$ cat src/rtl/n3_pkg.sv
// Shared definitions for the n3 compressor/decompressor family.
package n3_pkg;

   localparam int unsigned N_DEF         = 16;
   localparam int unsigned ADDR_SIZE_DEF = 16;
   localparam int unsigned CNT_W_DEF     = 16;
   // A stored pair occupies two SRAM words: value, then offset.
   localparam int unsigned PAIR_STRIDE   = 2;

   typedef enum logic [2:0] {
      IDLE    = 3'd0,
      RD_VAL  = 3'd1,
      RD_OFF  = 3'd2,
      CAP_OFF = 3'd3,
      EMIT    = 3'd4,
      DONE    = 3'd5
   } state_e;

endpackage

$ cat src/rtl/n3_decomp_if.sv
// Control, SRAM read port and dense output lane of one n3 decompressor.
interface n3_decomp_if
   import n3_pkg::*;
#(
   parameter int unsigned N         = N_DEF,
   parameter int unsigned ADDR_SIZE = ADDR_SIZE_DEF,
   parameter int unsigned CNT_W     = CNT_W_DEF
) ();

   logic                 i_start;
   logic [ADDR_SIZE-1:0] i_base_addr;
   logic [CNT_W-1:0]     i_nnz;
   logic [CNT_W-1:0]     i_len;
   logic                 o_rd_en;
   logic [ADDR_SIZE-1:0] o_rd_addr;
   logic [N-1:0]         i_rd_data;
   logic                 o_valid;
   logic                 i_ready;
   logic [N-1:0]         o_data;
   logic                 o_busy;
   logic                 o_done;
   logic                 o_err;

   modport slave (
      input  i_start, i_base_addr, i_nnz, i_len, i_rd_data, i_ready,
      output o_rd_en, o_rd_addr, o_valid, o_data, o_busy, o_done, o_err
   );

   modport master (
      output i_start, i_base_addr, i_nnz, i_len, i_rd_data, i_ready,
      input  o_rd_en, o_rd_addr, o_valid, o_data, o_busy, o_done, o_err
   );

endinterface

$ cat src/rtl/n3_decomp.sv
// Expands a (value, offset) pair stream read from SRAM back into a dense lane,
// filling the gaps between stored offsets with zeros.
module n3_decomp
   import n3_pkg::*;
#(
   parameter int unsigned N         = N_DEF,
   parameter int unsigned ADDR_SIZE = ADDR_SIZE_DEF,
   parameter int unsigned CNT_W     = CNT_W_DEF
) (
   input  logic          clk,
   input  logic          rst,
   n3_decomp_if.slave    bus
);

   localparam int unsigned CMP_W = (N > CNT_W) ? N : CNT_W;

   state_e               state_q, state_d;
   logic [ADDR_SIZE-1:0] base_q, base_d;
   logic [ADDR_SIZE-1:0] idx_q, idx_d;
   logic [CNT_W-1:0]     len_q, len_d;
   logic [CNT_W-1:0]     pos_q, pos_d;
   logic [CNT_W-1:0]     pairs_left_q, pairs_left_d;
   logic [N-1:0]         val_q, val_d;
   logic [N-1:0]         off_q, off_d;
   logic                 has_pair_q, has_pair_d;
   logic                 err_q, err_d;

   logic                 rd_en_q, rd_en_d;
   logic [ADDR_SIZE-1:0] rd_addr_q, rd_addr_d;
   logic                 valid_q, valid_d;
   logic [N-1:0]         data_q, data_d;
   logic                 busy_q, busy_d;
   logic                 done_q, done_d;

   logic                 hit_q, stale_q;

   assign hit_q   = has_pair_q && (CMP_W'(off_q) == CMP_W'(pos_q));
   assign stale_q = has_pair_q && (CMP_W'(off_q) <  CMP_W'(pos_q));

   // Next-state and datapath update.
   always_comb begin
      state_d      = state_q;
      base_d       = base_q;
      idx_d        = idx_q;
      len_d        = len_q;
      pos_d        = pos_q;
      pairs_left_d = pairs_left_q;
      val_d        = val_q;
      off_d        = off_q;
      has_pair_d   = has_pair_q;
      err_d        = err_q;

      unique case (state_q)
         IDLE: begin
            if (bus.i_start) begin
               base_d       = bus.i_base_addr;
               len_d        = bus.i_len;
               pairs_left_d = bus.i_nnz;
               pos_d        = '0;
               idx_d        = '0;
               has_pair_d   = 1'b0;
               err_d        = 1'b0;
               if (bus.i_len == '0)      state_d = DONE;
               else if (bus.i_nnz == '0) state_d = EMIT;
               else                      state_d = RD_VAL;
            end
         end
         RD_VAL: state_d = RD_OFF;
         RD_OFF: begin
            val_d   = bus.i_rd_data;
            state_d = CAP_OFF;
         end
         CAP_OFF: begin
            off_d        = bus.i_rd_data;
            idx_d        = idx_q + ADDR_SIZE'(PAIR_STRIDE);
            pairs_left_d = pairs_left_q - CNT_W'(1);
            has_pair_d   = 1'b1;
            state_d      = EMIT;
         end
         EMIT: begin
            // A pair pointing behind the current position can never be placed.
            if (stale_q) begin
               err_d      = 1'b1;
               has_pair_d = 1'b0;
               if (pairs_left_q != '0) state_d = RD_VAL;
            end else if (valid_q && bus.i_ready) begin
               pos_d = pos_q + CNT_W'(1);
               if (hit_q) has_pair_d = 1'b0;
               if (pos_q == len_q - CNT_W'(1)) begin
                  state_d = DONE;
                  if (has_pair_q && !hit_q) err_d = 1'b1;
               end else if (hit_q && pairs_left_q != '0) begin
                  state_d = RD_VAL;
               end
            end
         end
         DONE:    state_d = IDLE;
         default: state_d = IDLE;
      endcase
   end

   // Output values for the cycle the FSM is about to enter.
   always_comb begin
      rd_en_d   = 1'b0;
      rd_addr_d = '0;
      valid_d   = 1'b0;
      data_d    = '0;
      busy_d    = (state_d != IDLE);
      done_d    = (state_d == DONE);
      if (state_d == RD_VAL) begin
         rd_en_d   = 1'b1;
         rd_addr_d = base_d + idx_d;
      end else if (state_d == RD_OFF) begin
         rd_en_d   = 1'b1;
         rd_addr_d = base_d + idx_d + ADDR_SIZE'(1);
      end else if (state_d == EMIT) begin
         valid_d = !(has_pair_d && (CMP_W'(off_d) < CMP_W'(pos_d)));
         if (has_pair_d && (CMP_W'(off_d) == CMP_W'(pos_d))) data_d = val_d;
      end
   end

   always_ff @(posedge clk or negedge rst) begin
      if (!rst) begin
         state_q      <= IDLE;
         base_q       <= '0;
         idx_q        <= '0;
         len_q        <= '0;
         pos_q        <= '0;
         pairs_left_q <= '0;
         val_q        <= '0;
         off_q        <= '0;
         has_pair_q   <= 1'b0;
         err_q        <= 1'b0;
         rd_en_q      <= 1'b0;
         rd_addr_q    <= '0;
         valid_q      <= 1'b0;
         data_q       <= '0;
         busy_q       <= 1'b0;
         done_q       <= 1'b0;
      end else begin
         state_q      <= state_d;
         base_q       <= base_d;
         idx_q        <= idx_d;
         len_q        <= len_d;
         pos_q        <= pos_d;
         pairs_left_q <= pairs_left_d;
         val_q        <= val_d;
         off_q        <= off_d;
         has_pair_q   <= has_pair_d;
         err_q        <= err_d;
         rd_en_q      <= rd_en_d;
         rd_addr_q    <= rd_addr_d;
         valid_q      <= valid_d;
         data_q       <= data_d;
         busy_q       <= busy_d;
         done_q       <= done_d;
      end
   end

   assign bus.o_rd_en   = rd_en_q;
   assign bus.o_rd_addr = rd_addr_q;
   assign bus.o_valid   = valid_q;
   assign bus.o_data    = data_q;
   assign bus.o_busy    = busy_q;
   assign bus.o_done    = done_q;
   assign bus.o_err     = err_q;

endmodule

$ cat src/flat_wrapper.sv
// flat-port wrapper written by rule: the top's interface ports become plain ports
module n3_decomp_flat import n3_pkg::*;
#(
   parameter int unsigned N         = N_DEF,
   parameter int unsigned ADDR_SIZE = ADDR_SIZE_DEF,
   parameter int unsigned CNT_W     = CNT_W_DEF
)
  (clk, rst, bus_i_start, bus_i_base_addr, bus_i_nnz, bus_i_len, bus_i_rd_data, bus_i_ready, bus_o_rd_en, bus_o_rd_addr, bus_o_valid, bus_o_data, bus_o_busy, bus_o_done, bus_o_err);
  n3_decomp_if #(.N(N), .ADDR_SIZE(ADDR_SIZE), .CNT_W(CNT_W)) bus_i ();
  input  logic clk;
  input  logic rst;
  input wire logic [$bits(bus_i.i_start)-1:0] bus_i_start;
  input wire logic [$bits(bus_i.i_base_addr)-1:0] bus_i_base_addr;
  input wire logic [$bits(bus_i.i_nnz)-1:0] bus_i_nnz;
  input wire logic [$bits(bus_i.i_len)-1:0] bus_i_len;
  input wire logic [$bits(bus_i.i_rd_data)-1:0] bus_i_rd_data;
  input wire logic [$bits(bus_i.i_ready)-1:0] bus_i_ready;
  output wire logic [$bits(bus_i.o_rd_en)-1:0] bus_o_rd_en;
  output wire logic [$bits(bus_i.o_rd_addr)-1:0] bus_o_rd_addr;
  output wire logic [$bits(bus_i.o_valid)-1:0] bus_o_valid;
  output wire logic [$bits(bus_i.o_data)-1:0] bus_o_data;
  output wire logic [$bits(bus_i.o_busy)-1:0] bus_o_busy;
  output wire logic [$bits(bus_i.o_done)-1:0] bus_o_done;
  output wire logic [$bits(bus_i.o_err)-1:0] bus_o_err;
  assign bus_i.i_start = bus_i_start;
  assign bus_i.i_base_addr = bus_i_base_addr;
  assign bus_i.i_nnz = bus_i_nnz;
  assign bus_i.i_len = bus_i_len;
  assign bus_i.i_rd_data = bus_i_rd_data;
  assign bus_i.i_ready = bus_i_ready;
  assign bus_o_rd_en = bus_i.o_rd_en;
  assign bus_o_rd_addr = bus_i.o_rd_addr;
  assign bus_o_valid = bus_i.o_valid;
  assign bus_o_data = bus_i.o_data;
  assign bus_o_busy = bus_i.o_busy;
  assign bus_o_done = bus_i.o_done;
  assign bus_o_err = bus_i.o_err;
  n3_decomp #(.N(N), .ADDR_SIZE(ADDR_SIZE), .CNT_W(CNT_W)) u_core (.clk(clk), .rst(rst), .bus(bus_i));
endmodule
$ cat config.mk
export PLATFORM = sky130hd
export DESIGN_NAME = n3_decomp_flat
export DESIGN_NICKNAME = d
export VERILOG_FILES = /design/src/rtl/n3_pkg.sv /design/src/rtl/n3_decomp_if.sv /design/src/rtl/n3_decomp.sv /design/src/flat_wrapper.sv
export SDC_FILE = /design/constraint.sdc
export NUM_CORES = 1
export LEC_CHECK = 0
export ABC_AREA = 1
export CORE_ASPECT_RATIO = 1.25
export CORE_MARGIN = 4
export CORE_UTILIZATION = 50
export CTS_CLUSTER_DIAMETER = 50
export CTS_CLUSTER_SIZE = 16
export DETAILED_ROUTE_END_ITERATION = 8
export PLACE_DENSITY = 0.8
export SYNTH_ARGS = -nofsm -noshare
export SYNTH_HDL_FRONTEND = slang
export SYNTH_SLANG_ARGS = --single-unit
$ cat constraint.sdc
create_clock -name clk -period 3.3 [get_ports clk]
set_input_delay 0.33 -clock clk [delete_from_list [all_inputs] [get_ports clk]]
set_output_delay 0.33 -clock clk [all_outputs]
set_load 0.005 [all_outputs]
Word-level counts from Yosys, hierarchy flattened. Cells that the tools add are included.

Word-level logic and storage cells: 101. Input port bits: 68. Flip-flop bits (word level): 153. Memory bits (writable): 0. Output and inout bits: 37. Memory bits (read-only): 0. Memories: 0. Latch bits: 0.

Equal/unequal tests: 15. Shift operators: 0. Bitwise logic cells: 0. Div/mod/pow operators: 0. Reduce and logical (&&, ||, !) cells: 19. Multiplexer cells: 43. Order comparisons: 2. Add/sub/neg operators: 6. Multiply operators: 0.

Operators by type and width (number): 16-bit two-way mux (15); 16-bit one-hot mux with 2 select lines (3); 16-bit equality test (3); 16-bit by 1-bit adder with 16-bit output (second input constant) (2); 16-bit logical NOT (2); 16-bit < comparator (2); 16-bit by 1-bit subtractor with 16-bit output (second input constant) (2); 3-bit two-way mux (8); 16-bit adder (1); 16-bit by 2-bit adder with 16-bit output (second input constant) (1); 16-bit nonzero test (1); 3-bit one-hot mux with 5 select lines (1); 1-bit two-way mux (14); 3-bit by 2-bit equality test with 1-bit output (second input constant) (3); 3-bit equality test (second input constant) (3); 3-bit by 1-bit != test with 1-bit output (second input constant) (3); 1-bit logical AND (7); 3-bit by 1-bit equality test with 1-bit output (second input constant) (2); 5-bit AND reduction (1); 2-bit AND reduction (2); 2-bit nonzero test (2); 3-bit logical NOT (1); 1-bit one-hot mux with 3 select lines (1); 3-bit nonzero test (1); other kinds (3) (4).

Longest topological paths before layout. Gate-level depths: netlist of the first run.

Word-level depth: 12. Gate-level depth with buffers: 27. Gate-level depth less buffers: 26.

Worst setup path after synthesis of the first run. OpenSTA, ideal clock, no wires.

Path kind: register to register. Start: reg u_core.state_q[1]. End: reg u_core.rd_addr_q[11], in the netlist u_core.bus.o_rd_addr[11]. Buffers on the path: 2. Setup time: 0.119 ns. Arrival time: 3.401 ns. Clock period less this slack: 3.520 ns. Stages on the path, launching flop included: 22. Path slack: -0.220 ns. Cells stage by stage: dfrtp_1 -> nor2_1 -> inv_1 -> nor2_1 -> nand2_1 -> clkbuf_1 -> nand2_1 -> clkbuf_1 -> a21oi_1 -> fa_1 -> xor2_1 -> nand3_1 -> inv_1 -> nand2_1 -> nor2_1 -> nand2_1 -> nor2_2 -> nand4_1 -> nor2_1 -> nand2_1 -> nand3_1 -> nand2_1.

Elaborated cells on any way between the ends: 20. Classes of those cells: add/sub (2); eq/ne (6); mux (11); reduce/logical (1).

RTL lines: from (decl) (RTL line n3_decomp.sv:17) `state_e state_q, state_d;`; from (signal assigned) (RTL line n3_decomp.sv:141) `state_q <= state_d;`; 3-bit by 2-bit equality test with 1-bit output / 3-bit logical NOT (equally long branches) (RTL line n3_decomp.sv:53) `unique case (state_q)`; 16-bit one-hot mux with 2 select lines * (RTL line n3_decomp.sv:53); via u_core.idx_d[1] (RTL line n3_decomp.sv:19) `logic [ADDR_SIZE-1:0] idx_q, idx_d;`; 16-bit adder * (RTL line n3_decomp.sv:112, n3_decomp.sv:115); 16-bit by 1-bit adder with 16-bit output (RTL line n3_decomp.sv:115) `rd_addr_d = base_d + idx_d + ADDR_SIZE'(1);`; 16-bit two-way mux (RTL line n3_decomp.sv:113) `end else if (state_d == RD_OFF) begin`; 16-bit two-way mux * (RTL line n3_decomp.sv:110) `if (state_d == RD_VAL) begin`; via u_core.rd_addr_d[11] (RTL line n3_decomp.sv:29) `logic [ADDR_SIZE-1:0] rd_addr_q, rd_addr_d;`; to (signal assigned) (RTL line n3_decomp.sv:152) `rd_addr_q <= rd_addr_d;`; to (decl) (RTL line n3_decomp.sv:29).

The timed path passes the listed nets; every way through them passes the cells marked *. A chain may end at the register's enable or synchronous reset.

Final worst setup path of the first run.
Start: reg u_core.idx_q[1]. End: reg u_core.rd_addr_q[15], in the netlist u_core.bus.o_rd_addr[15].

Word-level cells in the longest chain between the ends: 6. Elaborated cells on any way between the ends: 7. Classes of those cells: add/sub (3); mux (4).

Ends and longest elaborated chain: from (decl) (RTL line n3_decomp.sv:19); from (signal assigned) (RTL line n3_decomp.sv:143) `idx_q <= idx_d;`; 16-bit by 2-bit adder with 16-bit output * (RTL line n3_decomp.sv:75) `idx_d = idx_q + ADDR_SIZE'(PAIR_STRIDE);`; 16-bit one-hot mux with 2 select lines * (RTL line n3_decomp.sv:53); via u_core.idx_d[5] (RTL line n3_decomp.sv:19); 16-bit adder * (RTL line n3_decomp.sv:112, n3_decomp.sv:115); 16-bit by 1-bit adder with 16-bit output (RTL line n3_decomp.sv:115); 16-bit two-way mux (RTL line n3_decomp.sv:113); 16-bit two-way mux * (RTL line n3_decomp.sv:110); via u_core.rd_addr_d[15] (RTL line n3_decomp.sv:29).

Marked as above.

==> results_dict.tcl, run 1 <==
set metrics [dict create \
    cap_violations 0 \
    dieArea_sq_mm 0.02210 \
    cts_tree "done" \
    holdCritPathClass "in -> reg" \
    drc_errors 0 \
    finalWirelength_microns 35960 \
    die-width_microns 133.8 \
    clkSlewWorstSetupHoldPaths_ns 0.08 \
    multi_input_area_sq_mm 0.006186 \
    fin_crit_sh 1.119 \
    irDropWorstVdd_v 0.0005674 \
    max_slew_margin 0.3394 \
    crit_top_cell "nand2_1" \
    syn_to_final_growth_pct 44.84 \
    core_sq_mm 0.01947 \
    hold_viol_final 0 \
    cp-start-kind "flip-flop" \
    drt-wirelength-per-cell_microns 18.79 \
    ant_nets 0 \
    path_buf_inv 1 \
    final-seq-area_sq_mm 0.003829 \
    diodes 0 \
    final.setup_skew_ns 0.01759 \
    fin_crit_ns 3.693 \
    synth_edf_count 0 \
    setup_viol 29 \
    wl_met3_microns 2453 \
    ios 105 \
    highest_layer "met4" \
    slowest_stage "ha_4" \
    synth_top_family_by_area "simple AND/OR/NAND/NOR gates" \
    h-tree-depth 4 \
    placed_cells 1815 \
    crit_fanout 4 \
    post_synth_num_cell_types 48 \
    fillCellCount 1244 \
    rsz0062_at_grt "true" \
    outcome "finished, violations left" \
    fin_setup_tns_ns -6.809 \
    setup_slack_ns -0.3927 \
    synth_area_sq_mm 0.009887 \
    yosys.area_share.simple 0.3274 \
    layout-drive-gt1-share 0.2874 \
    cp_top_family "simple AND/OR/NAND/NOR gates" \
    finalNonFillerCells 1914 \
    met1Wirelength_microns 12110 \
    final_max_slew_viol_count 0 \
    ys.flop_type "dfrtp_1" \
    cts_made_buffers 17 \
    port_buffers 104 \
    viasPerCell 5.840 \
    place_congestion 1.007 \
    worst-slew-pin-transition_ns 0.9806 \
    antenna_found_initial 0 \
    drt-initial-drc-count 1152 \
    grt_max_degree 90 \
    die_h_microns 165.2 \
    firstDrtPassIters 8 \
    core.rowCount 57 \
    synth.avg_cell_area_sq_um 7.362 \
    hpwl_microns 22120 \
    p_leak_nw 7.012 \
    cp.required_ns 3.68 \
    insertion_delay_ns 0.45 \
    nNetsFinal 1757 \
    cts-root-buf "clkbuf_16" \
    cpPeakStageDelay_ns 0.49 \
    yosys-mux-area-fraction 0 \
    finish.utilization 0.7355 \
    violations "setup timing" \
    grt_pass1_wl_microns 49880 \
    yosys_warnings 0 \
    syn_inst 1343 \
    synth-seq-cells 153 \
    end_kind "flip-flop" \
    critPathArrivalTime_ns 4.07 \
    synth-adder-area-share 0.06783 \
    synth_xor_area_frac 0.03328 \
    worstPathCellList "ha_2 -> nand2_2 -> nor2_1 -> nand2_1 -> buf_4 -> nand3_1 -> o21ai_0 -> ha_4 -> nand2_2 -> nor2_4 -> nand2_1 -> o211ai_1 -> nand2_1 -> nand2_1 -> nand2_1 -> nand2_2 -> nand2_1 -> nor2_1 -> nand3_1 -> nand2_1 -> nand3_2 -> nand2_2" \
    critPathKind "reg -> reg" \
    p_per_area_mw_per_mm2 912.7 \
    overflow 0 \
    syn_nets 1464 \
    cts_sinks 153 \
    max-clock-path-buffers 2 \
    num_vias 11180 \
    synth-compound-area-share 0.09820 \
    track_usage 0.2800 \
    start_util 0.5078 \
    grt_pass1_vias 10730 \
    wl_met2_microns 18510 \
    fmax_mhz 270.8 \
    yosysSeqAreaShare 0.3872 \
    async_reset_ff_frac 1.000 \
]
## synthesized netlist by cell type (2+ instances only)
cell / number / area share
a21o_1: 2 / 0.0015
a21oi_1: 43 / 0.022
a22o_1: 2 / 0.0018
a31oi_1: 3 / 0.0019
buf_1: 4 / 0.0015
buf_2: 4 / 0.0020
buf_4: 2 / 0.0015
clkbuf_1: 21 / 0.0080
dfrtp_1: 153 / 0.39
ha_1: 52 / 0.066
inv_1: 183 / 0.069
inv_2: 3 / 0.0011
nand2_1: 398 / 0.15
nand2_2: 9 / 0.0057
nand2_4: 3 / 0.0034
nand3_1: 88 / 0.045
nand3_2: 2 / 0.0020
nand3b_1: 5 / 0.0038
nand4_1: 46 / 0.029
nor2_1: 97 / 0.037
nor2_2: 6 / 0.0038
nor2_4: 13 / 0.015
nor2_8: 2 / 0.0040
nor3_1: 10 / 0.0051
nor4_1: 11 / 0.0070
o211ai_1: 11 / 0.0084
o21a_1: 2 / 0.0015
o21ai_0: 80 / 0.040
o21ai_1: 2 / 0.0010
o21bai_1: 3 / 0.0023
o221ai_1: 13 / 0.012
o22ai_1: 3 / 0.0019
or2_2: 19 / 0.012
xnor2_1: 4 / 0.0035
xor2_1: 31 / 0.027
## path summary, 6_finish.rpt
| kind | endpoint | slack, ns | start | depth (start not counted) |
|---|---|---|---|---|
| hold / removal | u_core.len_q[10]$_DFFE_PN0P_ | 0.46 | bus_i_len[10] | 3 |
| max in group asynchronous | u_core.pairs_left_q[7]$_DFFE_PN0P_ | 1.90 | rst | 3 |
| setup / recovery | u_core.bus.o_rd_addr[15]$_DFF_PN0_ | -0.39 | u_core.idx_q[1]$_DFF_PN0_ | 22 |
| setup reg to reg | u_core.bus.o_rd_addr[15]$_DFF_PN0_ | -0.39 | u_core.idx_q[1]$_DFF_PN0_ | 22 |
| hold reg to reg | u_core.bus.o_err$_DFFE_PN0P_ | 0.49 | u_core.bus.o_err$_DFFE_PN0P_ | 2 |
| min in group asynchronous | u_core.bus.o_data[14]$_DFF_PN0_ | 0.51 | rst | 2 |
## layout make-up
cell class | count | area share
Clock buffer | 17 | 0.02971
Clock inverter | 15 | 0.01520
Inverter | 187 | 0.04963
Multi-Input combinational cell | 971 | 0.4320
Sequential cell | 153 | 0.2674
Tap cell | 265 | 0.02315
Timing Repair Buffer | 306 | 0.1830
## metal layers
| metal | vias up | GRT usage |
|---|---|---|
| li1 | 4957 | - |
| met1 | 5261 | 0.2953 |
| met2 | 698 | 0.5184 |
| met3 | 261 | 0.04606 |
| met4 | 0 | 0.1763 |
| met5 | - | 0 |
## kinds of logic after synthesis
family	Yosys count
AO/OA/AOI/OAI	169
XOR/XNOR	36
adder cells (fa/ha/maj)	53
buffers and inverters	219
flip-flops	153
AND/OR/NAND/NOR	713
## worst register-to-register path, stage by stage, from the launching register on
cell	delay, ns
dfrtp_1	0.43
ha_2	0.23
nand2_2	0.07
nor2_1	0.16
nand2_1	0.12
buf_4	0.16
nand3_1	0.08
o21ai_0	0.36
ha_4	0.50
nand2_2	0.11
nor2_4	0.14
nand2_1	0.07
o211ai_1	0.13
nand2_1	0.11
nand2_1	0.06
nand2_1	0.05
nand2_2	0.11
nand2_1	0.11
nor2_1	0.19
nand3_1	0.14
nand2_1	0.13
nand3_2	0.07
nand2_2	0.10
## layout by cell type (no fill, tap or decap), types with 3 or more instances in the layout
cell type,netlist,layout
xor2_1,31,25
nand2_4,3,14
clkinv_8,0,6
nand3b_1,5,5
or2_2,19,18
o211ai_1,11,11
nor2_1,97,61
o21ai_1,2,18
o21ai_0,80,59
o221ai_1,13,13
a21oi_1,43,23
nor2_2,6,26
inv_8,0,5
o21bai_1,3,3
nand3_1,88,73
nand3_4,0,3
nand2_2,9,45
a21oi_2,1,17
a21oi_4,0,4
inv_2,3,20
o21ai_2,1,6
xnor2_1,4,4
nor4_1,11,9
nor2_4,13,29
clkdlybuf4s50_1,0,103
buf_6,0,8
dfrtp_1,153,153
nand4_1,46,46
nor3_1,10,9
inv_1,183,164
buf_4,2,192
ha_4,0,22
nand2_1,398,351
ha_1,52,28
clkbuf_16,0,17
a31oi_1,3,3
xor2_4,0,4
nand3_2,2,14
## flip-flops by register name (all words and copies together) (netlist names), 3 cells and up
register,cells
u_core.idx_q,16
u_core.bus.o_data,16
u_core.pairs_left_q,16
u_core.val_q,16
u_core.len_q,16
u_core.base_q,16
u_core.off_q,16
u_core.bus.o_rd_addr,16
u_core.pos_q,16
u_core.state_q,3
## per-stage QoR
step | instance area [sq um] | power, mW | hold slack [ns] | setup slack [ns]
after detailed placement | 12150 | 9.095 | 0.4487 | -0.1982
after CTS | 13420 | 11.61 | 0.4544 | -0.08424
after global placement | 12150 | 8.857 | 0.4441 | -0.1054
after floorplan | 9899 | 6.781 | 0.03441 | -0.007272
after global routing | 14320 | 13.82 | 0.4577 | -0.5477
final | 14320 | 13.07 | 0.4561 | -0.3927
## where the power goes
part           internal (mW)  switching, mW  total, mW
clock                   1.12          0.991       2.11
combinational           3.17           4.84       8.01
sequential              2.51          0.441       2.95
total                   6.80           6.27       13.1
## repair_timing
action	4_1_cts	5_1_grt
pin swaps	19	88
buffers inserted	36	28
resized for setup	76	176
cloned	2	0
endpoints found under the setup margin	25	30
hold buffers	1	0
endpoints found under the hold margin	24	0
Note: power is estimated with default switching activity, not from simulation.
==> run 2, diff against run 1 <==
--- a/config.mk
+++ b/config.mk
@@ -9,10 +9,11 @@
 export CORE_ASPECT_RATIO = 1.25
 export CORE_MARGIN = 4
 export CORE_UTILIZATION = 50
+export CTS_BUF_LIST = sky130_fd_sc_hd__clkbuf_4 sky130_fd_sc_hd__clkbuf_8
 export CTS_CLUSTER_DIAMETER = 50
 export CTS_CLUSTER_SIZE = 16
 export DETAILED_ROUTE_END_ITERATION = 8
-export PLACE_DENSITY = 0.8
+export PLACE_DENSITY = 0.77
 export SYNTH_ARGS = -nofsm -noshare
 export SYNTH_HDL_FRONTEND = slang
 export SYNTH_SLANG_ARGS = --single-unit
==> constraint.sdc (replaced) <==
create_clock -name clk -period 4.3 [get_ports clk]
set_input_delay 0.43 -clock clk [delete_from_list [all_inputs] [get_ports clk]]
set_output_delay 0.43 -clock clk [all_outputs]
set_load 0.005 [all_outputs]
==> run 2 against run 1 <==
Sequential share of layout area grew 6.0 points; cell count shrank 9.5%; critical endpoint is now u_core.bus.o_rd_addr[11]$_DFF_PN0_; core utilization decreased by 13 points; wire length shrank 28%; hold slack worse by 0.46 ns; via count decreased by 18%; the flow now finishes without violations; clock power down 46%; clock skew about the same; global-route usage decreased by 3.9 points; count of clock-buffer cells in the layout rose by 1.
==> results_dict.tcl, run 2 (synthesized netlist as in run 1, its figures left out) <==
set metrics [dict create \
    crit_fanout 10 \
    viasPerCell 5.305 \
    overflow 0 \
    start_util 0.5078 \
    syn_to_final_growth_pct 18.45 \
    clkSlewWorstSetupHoldPaths_ns 0.11 \
    placed_cells 1697 \
    final_common_cell "nand2_1" \
    hold_ws_ns 0.0005572 \
    cp_top_family "simple AND/OR/NAND/NOR gates" \
    p_total_mw 7.491 \
    drt-wirelength-per-cell_microns 15.04 \
    fillCellCount 1764 \
    worst-slew-pin-transition_ns 0.8276 \
    final_max_slew_viol_count 0 \
    critPathArrivalTime_ns 4.26 \
    core_sq_mm 0.01947 \
    hold_viol_final 0 \
    finalWirelength_microns 26040 \
    cts_sinks 153 \
    setup_slack_ns 0.3995 \
    num_vias 9189 \
    grt_max_degree 90 \
    mostFrequentLayoutCells "398 x nand2_1, 183 x inv_1, 153 x dfrtp_1, 103 x clkdlybuf4s50_1, 96 x nor2_1" \
    setup_viol 0 \
    ios 105 \
    crit_top_cell "nand2_1" \
    rsz0062_at_grt "false" \
    nNetsFinal 1575 \
    irDropWorstVdd_v 0.0003657 \
    antenna_found_initial 0 \
    dp_slack_ns 0.2621 \
    path_buf_inv 3 \
    r2r_setup_slack_ns 0.40 \
    h-tree-depth 4 \
    diodes 0 \
    end_kind "flip-flop" \
    slowest_stage "dfrtp_1" \
    cpPeakStageDelay_ns 0.40 \
    dieArea_sq_mm 0.02210 \
    cts_tree "done" \
    fin_crit_ns 3.900 \
    final.setup_skew_ns 0.01745 \
    critPathKind "reg -> reg" \
    drt-initial-drc-count 668 \
    place_congestion 0.9696 \
    grt_pass1_vias 9107 \
    cap_violations 0 \
    drc_errors 0 \
    holdBufCountCts 0 \
    max_slew_margin 0.4482 \
    holdCritPathClass "in -> async" \
    p_per_area_mw_per_mm2 639.6 \
    cp-start-kind "flip-flop" \
    die-width_microns 133.8 \
    core.rowCount 57 \
    cts-root-buf "clkbuf_8" \
    track_usage 0.2405 \
    hpwl_microns 20200 \
    ant_nets 0 \
    fin_setup_tns_ns 0 \
    worstPathCellList "nor2_1 -> inv_1 -> nor2_1 -> nand2_1 -> nand2_1 -> inv_1 -> a22o_1 -> ha_1 -> xor2_1 -> nand3_1 -> inv_1 -> nand2_1 -> nor2_1 -> nand2_1 -> nor2_2 -> nand4_1 -> nor2_1 -> nand2_1 -> nand3_1 -> nand2_1" \
    cts_made_buffers 17 \
    grt_pass1_wl_microns 43040 \
    multi_input_area_sq_mm 0.005225 \
    outcome "finished, final reports clean" \
    max-clock-path-buffers 2 \
    fmax_mhz 256.4 \
    final-seq-area_sq_mm 0.003829 \
    fin_crit_sh 0.9071 \
    insertion_delay_ns 0.46 \
    firstDrtPassIters 5 \
    die_h_microns 165.2 \
    finish.utilization 0.6015 \
    cp.required_ns 4.66 \
    dpl-instance-area_sq_mm 0.01124 \
    layout-drive-gt1-share 0.07907 \
    port_buffers 104 \
    fin_area_sq_mm 0.01171 \
    finalNonFillerCells 1732 \
    p_leak_nw 5.873 \
]
==> run 2: cell count changes in the layout (fill, tap and decap cells not counted), sizes merged <==
cell	previous run	this run
buf	202	21
bufinv	1	0
clkbuf	17	18
clkinv	6	8
dlygate4sd3	1	0
inv	194	192
==> run 2: timing repair <==
item                       4_1_cts  5_1_grt
gates resized for setup          0        3
buffers inserted                 0        3
setup endpoints to repair        0       18
==> run 2: report_power, final <==
part	internal, mW	switching [mW]	leakage (nW)	total, mW
clock	0.460	0.665	0.207	1.13
sequential	1.92	0.331	1.96	2.26
combinational	1.44	2.67	3.71	4.11
total	3.82	3.67	5.87	7.49
==> run 2: final cells by class <==
class                      count  share of cell area
clock buffer                  18             0.02115
clock inverter                14             0.01464
inverter                     187             0.05994
multi-input combinational    971              0.4462
sequential                   153              0.3269
tap                          265             0.02831
timing repair buffer         124              0.1029
==> run 2: worst register-to-register path: cells and delay by family, from the launching register on <==
| family | cells | cell delay (ns) |
|---|---|---|
| AND/OR/NAND/NOR | 14 | 2.12 |
| flip-flops | 1 | 0.40 |
| adder cells (fa/ha/maj) | 1 | 0.38 |
| buffers and inverters | 3 | 0.37 |
| XOR/XNOR | 1 | 0.30 |
| AO/OA/AOI/OAI | 1 | 0.24 |
==> run 2: worst paths after layout <==
path,end,from,cells past startpoint
max in group asynchronous,u_core.bus.o_rd_addr[3]$_DFF_PN0_,rst,2
setup reg to reg,u_core.bus.o_rd_addr[11]$_DFF_PN0_,u_core.state_q[1]$_DFF_PN0_,20
min in group clk,u_core.idx_q[0]$_DFF_PN0_,u_core.idx_q[0]$_DFF_PN0_,2
hold reg to reg,u_core.idx_q[0]$_DFF_PN0_,u_core.idx_q[0]$_DFF_PN0_,2
hold / removal,u_core.bus.o_data[9]$_DFF_PN0_,rst,1
setup / recovery,u_core.bus.o_rd_addr[11]$_DFF_PN0_,u_core.state_q[1]$_DFF_PN0_,20
==> run 2: layer usage <==
metal	track usage	up-vias	wire, microns
met4	0.09214	0	948
met3	0.03303	71	909
met1	0.2671	4281	10170
met5	0	-	0
li1	-	4590	-
met2	0.4634	247	14010
